<file path="config.mk">
export PLATFORM = sky130hd
export DESIGN_NAME = pool_window_feeder_flat
export DESIGN_NICKNAME = d
export VERILOG_FILES = /design/src/rtl/pool_pkg.sv /design/src/rtl/pool_window_feeder_if.sv /design/src/rtl/pool_win_bank.sv /design/src/rtl/pool_window_feeder.sv /design/src/flat_wrapper.sv
export SDC_FILE = /design/constraint.sdc
export NUM_CORES = 2
export LEC_CHECK = 0
export BUFFER_PORTS_ARGS = -buffer_cell sky130_fd_sc_hd__buf_4
export CAP_MARGIN = 40
export CORE_UTILIZATION = 45
export DETAILED_ROUTE_END_ITERATION = 16
export GPL_TIMING_DRIVEN = 0
export PLACE_DENSITY = 0.76
export RECOVER_POWER = 100
export SYNTH_ARGS = -nofsm -noshare
export SYNTH_HDL_FRONTEND = slang
export SYNTH_SLANG_ARGS = --single-unit
</file>
<file path="constraint.sdc">
create_clock -name clk -period 8.6 [get_ports clk]
set_clock_uncertainty 0.15 [all_clocks]
set_input_delay 0.86 -clock clk [delete_from_list [all_inputs] [get_ports clk]]
set_output_delay 0.86 -clock clk [all_outputs]
set_load 0.03 [all_outputs]
</file>
<file path="src/rtl/pool_pkg.sv">
// ---------------------------------------------------------------------------
// pool_pkg
// Shared constants and helpers for the 8x8 average-pool datapath.
//   DATA_W    : default width of one activation sample
//   WIN_SIZE  : default samples per window (8x8)
//   IDX_W     : width of a sample index within a window
//   flat_lsb  : bit offset of sample k inside a flattened window bus
// ---------------------------------------------------------------------------
package pool_pkg;

    localparam int unsigned DATA_W   = 16;
    localparam int unsigned WIN_SIZE = 64;
    localparam int unsigned IDX_W    = $clog2(WIN_SIZE);

    // Sample k of a flattened window occupies [w*k +: w].
    function automatic int unsigned flat_lsb(input int unsigned k, input int unsigned w);
        return k * w;
    endfunction

endpackage

</file>
<file path="src/rtl/pool_window_feeder_if.sv">
// ---------------------------------------------------------------------------
// pool_window_feeder_if
// Handshake bundle between the sample stream, the feeder and the pool.
//   s_valid/s_ready/s_data/s_last : serial sample stream into the feeder
//   m_valid/m_ready/m_data/m_last : parallel window out to the pool
//   err                           : sticky framing error from the feeder
// Modports:
//   master : the surrounding system (drives stream, consumes window)
//   slave  : the feeder itself
// ---------------------------------------------------------------------------
interface pool_window_feeder_if #(
    parameter int unsigned DATA_W   = pool_pkg::DATA_W,
    parameter int unsigned WIN_SIZE = pool_pkg::WIN_SIZE
);

    logic                         s_valid;
    logic                         s_ready;
    logic [DATA_W-1:0]            s_data;
    logic                         s_last;
    logic                         m_valid;
    logic                         m_ready;
    logic [DATA_W*WIN_SIZE-1:0]   m_data;
    logic                         m_last;
    logic                         err;

    modport master (
        output s_valid, s_data, s_last, m_ready,
        input  s_ready, m_valid, m_data, m_last, err
    );

    modport slave (
        input  s_valid, s_data, s_last, m_ready,
        output s_ready, m_valid, m_data, m_last, err
    );

endinterface

</file>
<file path="src/rtl/pool_win_bank.sv">
// ---------------------------------------------------------------------------
// pool_win_bank
// One window register bank: WIN_SIZE x DATA_W storage plus a small
// EMPTY -> FILLING -> FULL -> EMPTY state machine.
//   clk, rst    : clock, synchronous active-high reset (clears contents too)
//   i_wr_en     : write i_wr_data into slot i_wr_idx this cycle
//   i_wr_idx    : slot index; writing slot WIN_SIZE-1 marks the bank FULL
//   i_wr_data   : sample to store
//   i_release   : consumer has taken the window; FULL -> EMPTY
//   o_full      : bank holds a complete window
//   o_data      : all slots, flattened, slot k at [DATA_W*k +: DATA_W]
// ---------------------------------------------------------------------------
module pool_win_bank
    import pool_pkg::flat_lsb;
#(
    parameter int unsigned DATA_W   = pool_pkg::DATA_W,
    parameter int unsigned WIN_SIZE = pool_pkg::WIN_SIZE,
    localparam int unsigned IDX_W   = $clog2(WIN_SIZE)
) (
    input  logic                       clk,
    input  logic                       rst,
    input  logic                       i_wr_en,
    input  logic [IDX_W-1:0]           i_wr_idx,
    input  logic [DATA_W-1:0]          i_wr_data,
    input  logic                       i_release,
    output logic                       o_full,
    output logic [DATA_W*WIN_SIZE-1:0] o_data
);

    localparam logic [1:0] ST_EMPTY   = 2'd0;
    localparam logic [1:0] ST_FILLING = 2'd1;
    localparam logic [1:0] ST_FULL    = 2'd2;

    logic [1:0]        r_state;
    logic [DATA_W-1:0] r_mem [WIN_SIZE];
    logic              w_last_slot;

    assign w_last_slot = (i_wr_idx == IDX_W'(WIN_SIZE - 1));

    always_ff @(posedge clk) begin
        if (rst) begin
            r_state <= ST_EMPTY;
        end else begin
            case (r_state)
                ST_EMPTY: begin
                    if (i_wr_en) begin
                        r_state <= w_last_slot ? ST_FULL : ST_FILLING;
                    end
                end
                ST_FILLING: begin
                    if (i_wr_en && w_last_slot) begin
                        r_state <= ST_FULL;
                    end
                end
                ST_FULL: begin
                    if (i_release) begin
                        r_state <= ST_EMPTY;
                    end
                end
                default: r_state <= ST_EMPTY;
            endcase
        end
    end

    always_ff @(posedge clk) begin
        if (rst) begin
            for (int unsigned i = 0; i < WIN_SIZE; i++) begin
                r_mem[i] <= '0;
            end
        end else if (i_wr_en) begin
            r_mem[i_wr_idx] <= i_wr_data;
        end
    end

    assign o_full = (r_state == ST_FULL);

    for (genvar k = 0; k < WIN_SIZE; k++) begin : g_flat
        assign o_data[flat_lsb(k, DATA_W) +: DATA_W] = r_mem[k];
    end

endmodule

</file>
<file path="src/rtl/pool_window_feeder.sv">
// ---------------------------------------------------------------------------
// pool_window_feeder
// Collects a serial stream of DATA_W samples into ping-pong window banks and
// presents each complete window in parallel to the averaging pool.
//   clk, rst : clock, synchronous active-high reset (the only clear)
//   bus      : pool_window_feeder_if.slave
//              s_valid/s_ready/s_data/s_last : input sample stream
//              m_valid/m_ready/m_data/m_last : window output to the pool
//              err                           : sticky s_last framing error
// NUM_WINDOWS sets how many windows form one feature map (drives m_last).
// ---------------------------------------------------------------------------
module pool_window_feeder #(
    parameter int unsigned DATA_W      = pool_pkg::DATA_W,
    parameter int unsigned WIN_SIZE    = pool_pkg::WIN_SIZE,
    parameter int unsigned NUM_WINDOWS = 1000
) (
    input  logic                 clk,
    input  logic                 rst,
    pool_window_feeder_if.slave  bus
);

    localparam int unsigned IDX_W = $clog2(WIN_SIZE);
    localparam int unsigned CNT_W = (NUM_WINDOWS > 1) ? $clog2(NUM_WINDOWS) : 1;

    logic                       r_wr_bank;
    logic                       r_rd_bank;
    logic [IDX_W-1:0]           r_wr_idx;
    logic [CNT_W-1:0]           r_win_cnt;
    logic                       r_err;

    logic                       w_full0;
    logic                       w_full1;
    logic [DATA_W*WIN_SIZE-1:0] w_data0;
    logic [DATA_W*WIN_SIZE-1:0] w_data1;
    logic                       w_wr_full;
    logic                       w_s_ready;
    logic                       w_accept;
    logic                       w_m_valid;
    logic                       w_release;
    logic                       w_idx_last;
    logic                       w_cnt_last;

    assign w_wr_full  = r_wr_bank ? w_full1 : w_full0;
    // Gated by rst so nothing is accepted, and s_ready reads low, during reset.
    assign w_s_ready  = !rst && !w_wr_full;
    assign w_accept   = bus.s_valid && w_s_ready;
    assign w_m_valid  = r_rd_bank ? w_full1 : w_full0;
    assign w_release  = w_m_valid && bus.m_ready;
    assign w_idx_last = (r_wr_idx == IDX_W'(WIN_SIZE - 1));
    assign w_cnt_last = (r_win_cnt == CNT_W'(NUM_WINDOWS - 1));

    // Write and release always target different banks when both fire, since
    // the write bank is never full and the read bank always is.
    pool_win_bank #(
        .DATA_W   (DATA_W),
        .WIN_SIZE (WIN_SIZE)
    ) u_bank0 (
        .clk       (clk),
        .rst       (rst),
        .i_wr_en   (w_accept && !r_wr_bank),
        .i_wr_idx  (r_wr_idx),
        .i_wr_data (bus.s_data),
        .i_release (w_release && !r_rd_bank),
        .o_full    (w_full0),
        .o_data    (w_data0)
    );

    pool_win_bank #(
        .DATA_W   (DATA_W),
        .WIN_SIZE (WIN_SIZE)
    ) u_bank1 (
        .clk       (clk),
        .rst       (rst),
        .i_wr_en   (w_accept && r_wr_bank),
        .i_wr_idx  (r_wr_idx),
        .i_wr_data (bus.s_data),
        .i_release (w_release && r_rd_bank),
        .o_full    (w_full1),
        .o_data    (w_data1)
    );

    always_ff @(posedge clk) begin
        if (rst) begin
            r_wr_bank <= 1'b0;
            r_rd_bank <= 1'b0;
            r_wr_idx  <= '0;
            r_win_cnt <= '0;
            r_err     <= 1'b0;
        end else begin
            if (w_accept) begin
                if (w_idx_last) begin
                    r_wr_idx  <= '0;
                    r_wr_bank <= !r_wr_bank;
                end else begin
                    r_wr_idx  <= r_wr_idx + IDX_W'(1);
                end
                // Framing stays count-based; s_last is only checked.
                if (bus.s_last != w_idx_last) begin
                    r_err <= 1'b1;
                end
            end
            if (w_release) begin
                r_rd_bank <= !r_rd_bank;
                r_win_cnt <= w_cnt_last ? '0 : r_win_cnt + CNT_W'(1);
            end
        end
    end

    assign bus.s_ready = w_s_ready;
    assign bus.m_valid = w_m_valid;
    assign bus.m_data  = r_rd_bank ? w_data1 : w_data0;
    assign bus.m_last  = w_m_valid && w_cnt_last;
    assign bus.err     = r_err;

endmodule

</file>
<file path="src/flat_wrapper.sv">
// flat-port wrapper written by rule: the top's interface ports become plain ports
module pool_window_feeder_flat 
#(
    parameter int unsigned DATA_W      = pool_pkg::DATA_W,
    parameter int unsigned WIN_SIZE    = pool_pkg::WIN_SIZE,
    parameter int unsigned NUM_WINDOWS = 1000
)
  (clk, rst, bus_s_valid, bus_s_data, bus_s_last, bus_m_ready, bus_s_ready, bus_m_valid, bus_m_data, bus_m_last, bus_err);
  pool_window_feeder_if #(.DATA_W(DATA_W), .WIN_SIZE(WIN_SIZE)) bus_i ();
  input  logic clk;
  input  logic rst;
  input wire logic [$bits(bus_i.s_valid)-1:0] bus_s_valid;
  input wire logic [$bits(bus_i.s_data)-1:0] bus_s_data;
  input wire logic [$bits(bus_i.s_last)-1:0] bus_s_last;
  input wire logic [$bits(bus_i.m_ready)-1:0] bus_m_ready;
  output wire logic [$bits(bus_i.s_ready)-1:0] bus_s_ready;
  output wire logic [$bits(bus_i.m_valid)-1:0] bus_m_valid;
  output wire logic [$bits(bus_i.m_data)-1:0] bus_m_data;
  output wire logic [$bits(bus_i.m_last)-1:0] bus_m_last;
  output wire logic [$bits(bus_i.err)-1:0] bus_err;
  assign bus_i.s_valid = bus_s_valid;
  assign bus_i.s_data = bus_s_data;
  assign bus_i.s_last = bus_s_last;
  assign bus_i.m_ready = bus_m_ready;
  assign bus_s_ready = bus_i.s_ready;
  assign bus_m_valid = bus_i.m_valid;
  assign bus_m_data = bus_i.m_data;
  assign bus_m_last = bus_i.m_last;
  assign bus_err = bus_i.err;
  pool_window_feeder #(.DATA_W(DATA_W), .WIN_SIZE(WIN_SIZE), .NUM_WINDOWS(NUM_WINDOWS)) u_core (.clk(clk), .rst(rst), .bus(bus_i));
endmodule
</file>
## Word-level counts from Yosys, hierarchy flattened

Memory sizes are Yosys's and may differ from the RTL's.
Cells that the tools add are included.

| word-level totals | value |
|---|---|
| bits in registers | 23 |
| bits in latches | 0 |
| bits in writable memories | 2048 |
| memory bits (read-only) | 0 |
| bits of input ports | 21 |
| output and inout bits | 1028 |
| logic and storage cells | 74 |
| memories kept | 2 |

Memory list:

| memory | words | bits a word | rd ports | clocked after memory_dff | wr ports | line | source |
|---|---|---|---|---|---|---|---|
| u_core.u_bank0.r_mem | 64 | 16 | 64 | 0 | 64 | pool_win_bank.sv:35 | `logic [DATA_W-1:0] r_mem [WIN_SIZE];` |
| u_core.u_bank1.r_mem | 64 | 16 | 64 | 0 | 64 | pool_win_bank.sv:35 |  |

| operators by class | value |
|---|---|
| add/sub/neg operators | 2 |
| $mul | 0 |
| divide/modulo/power cells | 0 |
| $lt $le $gt $ge | 0 |
| equal/unequal tests | 13 |
| shift-type cells | 0 |
| multiplexer cells | 28 |
| bitwise logic cells | 0 |
| reduce and logical (&&, ||, !) cells | 22 |

Operator list:

| operator | number |
|---|---|
| $mux W1024 | 1 |
| $mux W16 | 2 |
| $reduce_or A16 Y1 | 2 |
| $mux W6 | 3 |
| $mux W2 | 7 |
| $mux W1 | 12 |
| $ne A2 B2 Y1 const B | 6 |
| $pmux W2 S3 | 2 |
| $add A10 B1 Y10 const B | 1 |
| $eq A10 B10 Y1 const B | 1 |
| $logic_and A1 B1 Y1 | 10 |
| $mux W10 | 1 |
| $add A6 B1 Y6 const B | 1 |
| $eq A6 B6 Y1 const B | 1 |
| $reduce_and A3 Y1 | 2 |
| $eq A2 B1 Y1 const B | 2 |
| $eq A2 B2 Y1 const B | 2 |
| $logic_not A1 Y1 | 4 |
| $logic_not A2 Y1 | 2 |
| $reduce_and A2 Y1 | 2 |
| $ne A1 B1 Y1 | 1 |

## Depth between registers and ports, before layout

| logic depth | value |
|---|---|
| depth in word-level cells | 11 |
| mapped depth | 8 |
| mapped depth without buffers | 5 |

## Cells and area by module

Synthesis repeated with hierarchy kept, for this count alone.

| unflattened totals | value |
|---|---|
| cell total of the unflattened synthesis | 6209 |
| area, all modules | 86895.8 µm² |

Modules (own cells, without submodules):

| module | times used | cells an instance | area each (µm²) | sequential area each (µm²) |
|---|---|---|---|---|
| pool_win_bank at u_core.u_bank1 | 1 | 2513 | 37045.5 | 30789.5 |
| pool_win_bank at u_core.u_bank0 | 1 | 2455 | 36822.8 | 30789.5 |
| pool_window_feeder | 1 | 1241 | 13027.5 | 380.4 |

## Worst setup path before layout

No wires, ideal clock.

| timing path | value |
|---|---|
| path kind | input to register |
| start point | input rst |
| end point | memory u_core.u_bank0.r_mem[41][0], enable pin |
| library setup time | 0.411 ns |
| arrival | 2.814 ns |
| data required time | 8.039 ns |
| slack | 5.225 ns |
| stages | 6 |
| buffers on the path | 3 |
| path through | inv_1 > buf_4 > nand4_2 > buf_4 > clkbuf_1 > o21ai_0 |

RTL lines:

| what | line | source |
|---|---|---|
| start: declaration | flat_wrapper.sv:11 | `input logic rst;` |
| end: declaration | pool_win_bank.sv:35 |  |

## Worst setup path in the final report

| timing path | value |
|---|---|
| start point | register u_core.r_rd_bank |
| end point | output bus_m_data[578] |

| between the ends | value |
|---|---|
| cells in the longest elaborated chain, start to end | 1 |

Ends and longest elaborated chain:

| what | line | source |
|---|---|---|
| start: declaration | pool_window_feeder.sv:26 | `logic r_rd_bank;` |
| start signal: assignment | pool_window_feeder.sv:103 | `r_rd_bank <= !r_rd_bank;` |
| $mux W1024 | pool_window_feeder.sv:111 | `assign bus.m_data = r_rd_bank ? w_data1 : w_data0;` |
| end: declaration | flat_wrapper.sv:18 | `output wire logic [$bits(bus_i.m_data)-1:0] bus_m_data;` |

No other way between the ends.

==> results.md <==
- First-pass iteration count of the detailed router: 6
- Xor/xnor share of the synthesized area: 0.0481%
- Most numerous cell in the Yosys netlist: and2_1
- Pin count of the biggest net entering global routing: 17
- Main flop type after synthesis: edfxtp_1
- Max clock buf depth: 3
- Post-synth top area cell: edfxtp_1
- Reg clk slew, reported paths: ~60 ps
- Largest family of logic cells by synthesized area: simple AND/OR/NAND/NOR gates
- Vias: 59201
- CP peak stage delay: 1030 ps
- WL/cell: 33.2 µm
- CTS Hold Bufs: 0
- Full die area: 0.204 mm²
- Max Freq: 0.146 GHz
- Mux cell area share after synthesis: 12.7%
- Vias in the first global route: 57784
- Worst Reg-to-Reg Cells: 5
- Crit path DAT: 5850 ps
- Worst Setup EP: bus_m_data[578]
- Final wirelength: around 350 mm
- Post-Synth Simple-Gate Area: 16.0%
- Max Slew Vio Count: 337
- Drt initial violations: 7254
- Post-Syn Area: roughly 0.091 mm²
- Non-Filler Instances: 10421
- Die H: 452 µm
- Reg2reg start: u_core.r_wr_bank$_SDFFE_PP0P_
- CTS tree: built
- Syn_nets: 6117
- Core Rows: 164
- PD cells: 206 mW/mm²
- Residual DRC count: 0
- First-pass GRT wire length: 462 mm
- Post-synthesis compound-gate area fraction: 0.837%
- CP Buf/Inv Count: 7
- R2r setup slk: 2850 ps
- Number of flops mapped to enable cells by yosys: 2048
- Critical path type: flip-flop to primary output
- CTS Root Cell: clkbuf_16
- CP Launch Point: u_core.r_rd_bank$_SDFFE_PP0N_
- Area Overhead vs Synth: 19.7%
- Critical path depth: 8
- Leak: about 38 nW
- Violated checks: max-capacitance violations, max-slew violations
- Max-cap violations: 23
- Clock buffer count from CTS: 207
- CP Launch Type: flip-flop
- ANT nets after route: 0
- Synth cell types: 57
- Yosys reg bits: 2071
- Synth warnings: 0
- Hold/Removal Path Class: input pin to flip-flop
- Inst Count DP: 9993
- Skew-Pair Late Insertion Delay: 880 ps
- Register area share after synthesis: 68.0%
- Worst IR Drop VDD: 0.199 mV
- Syn Inst Count: 6094
- Area share of fa/ha/maj cells after synthesis: less than 1%
- Setup tns final: 0 ps
- Top Ports: 1049
- CTS Sinks: between 2000 and 2500
- Placer Congestion: 0.891
- H-Tree Depth: 4
- Hold Fails Final Rpt: 0
- Initial antenna violation count: 49
- Post CTS Setup Buffer Count: 0
- Count of input and output buffers: 1032
- GRT overflow: 0
- Slew Limit Headroom: -71.0%
- Share of cells above drive strength 1: ~20%
- Final setup fails: 0
- Crit path max-delay family: buffers and inverters
- Final worst path period need: 6860 ps
- RSZ-0062 raised after global routing: false
- Via/cell ratio: ~5.7
- Starting density of the core: 45.4%
- Post-DP HPWL: 258 mm
- Critical path's slowest cell: clkbuf_1
- Ys async rst share: 0%
- Die W: 452 µm
- Most frequent cells after synthesis: 2049 x and2_1, 2048 x edfxtp_1, 1024 x mux2_2
- Core Area: 0.200 mm²
- Tcrit/Tclk final: 79.8%
- FF-to-FF End: u_core.u_bank1.r_mem[51][14]$_SDFFCE_PN0P_
- Final #Nets: 7575
- Count of cells resized by post-cts repair: 0
- Yosys top cell area share: 67.5%
- Leading post-synthesis cells by cell area: edfxtp_1 68%, and2_1 14%, mux2_2 13%, clkbuf_1 1.7%, o21ai_0 0.63%
- Design Power: ~22 mW
- Post-synthesis area per instance: 14.9 µm²
- Global Route Usage Sum: 33.0%
- CP most frequent cell: clkbuf_1
- Outcome: finished with violations
- Fin util: approximately 54%
- Worst setup EP type: primary output
- CP required: roughly 7600 ps
- Worst Tran Pin Value: 2540 ps
- CP Max Fanout: 10
- Crit path cell chain: clkbuf_1, clkbuf_1, clkbuf_1, clkbuf_1, clkbuf_1, clkbuf_1, mux2_2, clkbuf_1
[registers in the layout, indices dropped and copies added (netlist names)]
| signal | cells |
|---|---|
| u_core.r_rd_bank | 1 |
| u_core.u_bank0.r_state | 2 |
| u_core.bus.err | 1 |
| u_core.u_bank1.r_mem | 1024 |
| u_core.r_win_cnt | 10 |
| u_core.u_bank0.r_mem | 1024 |
| u_core.r_wr_bank | 1 |
| u_core.r_wr_idx | 6 |
| u_core.u_bank1.r_state | 2 |
[layout by cell type, fill, tap and decap left out, types with 16 or more instances in the layout]
| master | instances |
|---|---|
| mux2_2 | 361 |
| clkbuf_1 | 950 |
| clkbuf_16 | 207 |
| buf_8 | 44 |
| or2_0 | 20 |
| nor2_1 | 120 |
| clkbuf_2 | 33 |
| and2_1 | 825 |
| dfxtp_1 | 23 |
| buf_4 | 739 |
| mux2_1 | 663 |
| diode_2 | 44 |
| o21ai_0 | 115 |
| edfxtp_1 | 2048 |
| clkinv_2 | 25 |
| nor3_1 | 16 |
| clkinv_1 | 47 |
| buf_6 | 48 |
| nand2_1 | 34 |
| and2_0 | 1224 |
[metrics by stage]
step	worst slack [ps]	area, µm²	hold slack [ps]
2_1_floorplan	5220	91100	297
5_1_grt	1810	109000	56.3
6_report	1740	109000	82.0
4_1_cts	3490	112000	17.0
3_3_place_gp	2780	102000	319
3_5_place_dp	4440	105000	327
[layout make-up]
cell class,count,area (µm²)
Fill cell,16280,91500
Sequential cell,2071,62000
Multi-Input combinational cell,3492,26500
Timing Repair Buffer,1249,8570
Clock buffer,268,5440
Tap cell,2656,3320
Buffer,527,2040
Clock inverter,110,993
Antenna cell,44,110
Inverter,4,15.0
[routing by layer]
metal | global-route usage, % | vias to the layer above | share of wire [%]
met3 | 8.11 | 892 | 11
met2 | 53.3 | 4001 | 47
li1 | - | 24445 | -
met5 | 0 | - | 0.018
met1 | 39.4 | 29853 | 34
met4 | 22.0 | 10 | 8.3
[how the worst min path moves through the flow]
stage          slack, ps                              from                                      to  cells past startpoint
2_1_floorplan        300  u_core.r_win_cnt[9]$_SDFFE_PP0N_        u_core.r_win_cnt[9]$_SDFFE_PP0N_                      2
3_3_place_gp         320  u_core.r_win_cnt[9]$_SDFFE_PP0N_        u_core.r_win_cnt[9]$_SDFFE_PP0N_                      2
3_5_place_dp         330  u_core.r_win_cnt[1]$_SDFFE_PP0N_        u_core.r_win_cnt[1]$_SDFFE_PP0N_                      2
4_1_cts               20                               rst  u_core.u_bank0.r_state[0]$_SDFFE_PP0P_                      2
5_1_grt               60                               rst  u_core.u_bank0.r_state[0]$_SDFFE_PP0P_                      2
6_report              80                               rst  u_core.u_bank0.r_state[0]$_SDFFE_PP0P_                      2
[where the power goes]
group / leakage, nW / internal (mW) / total [mW] / switching (mW)
clock: 3.11 / 4.88 / 8.83 / 3.95
sequential: 20.0 / 11.5 / 11.7 / 0.127
combinational: 15.2 / 0.455 / 1.93 / 1.47
[logic make-up after synthesis]
group / count (synthesis)
simple gates: 2317
flops: 2071
mux: 1025
buf+inv: 531
compound gates: 143
xor+xnor: 5
fa+ha+maj: 2
Power figures use the tool's default switching activity.
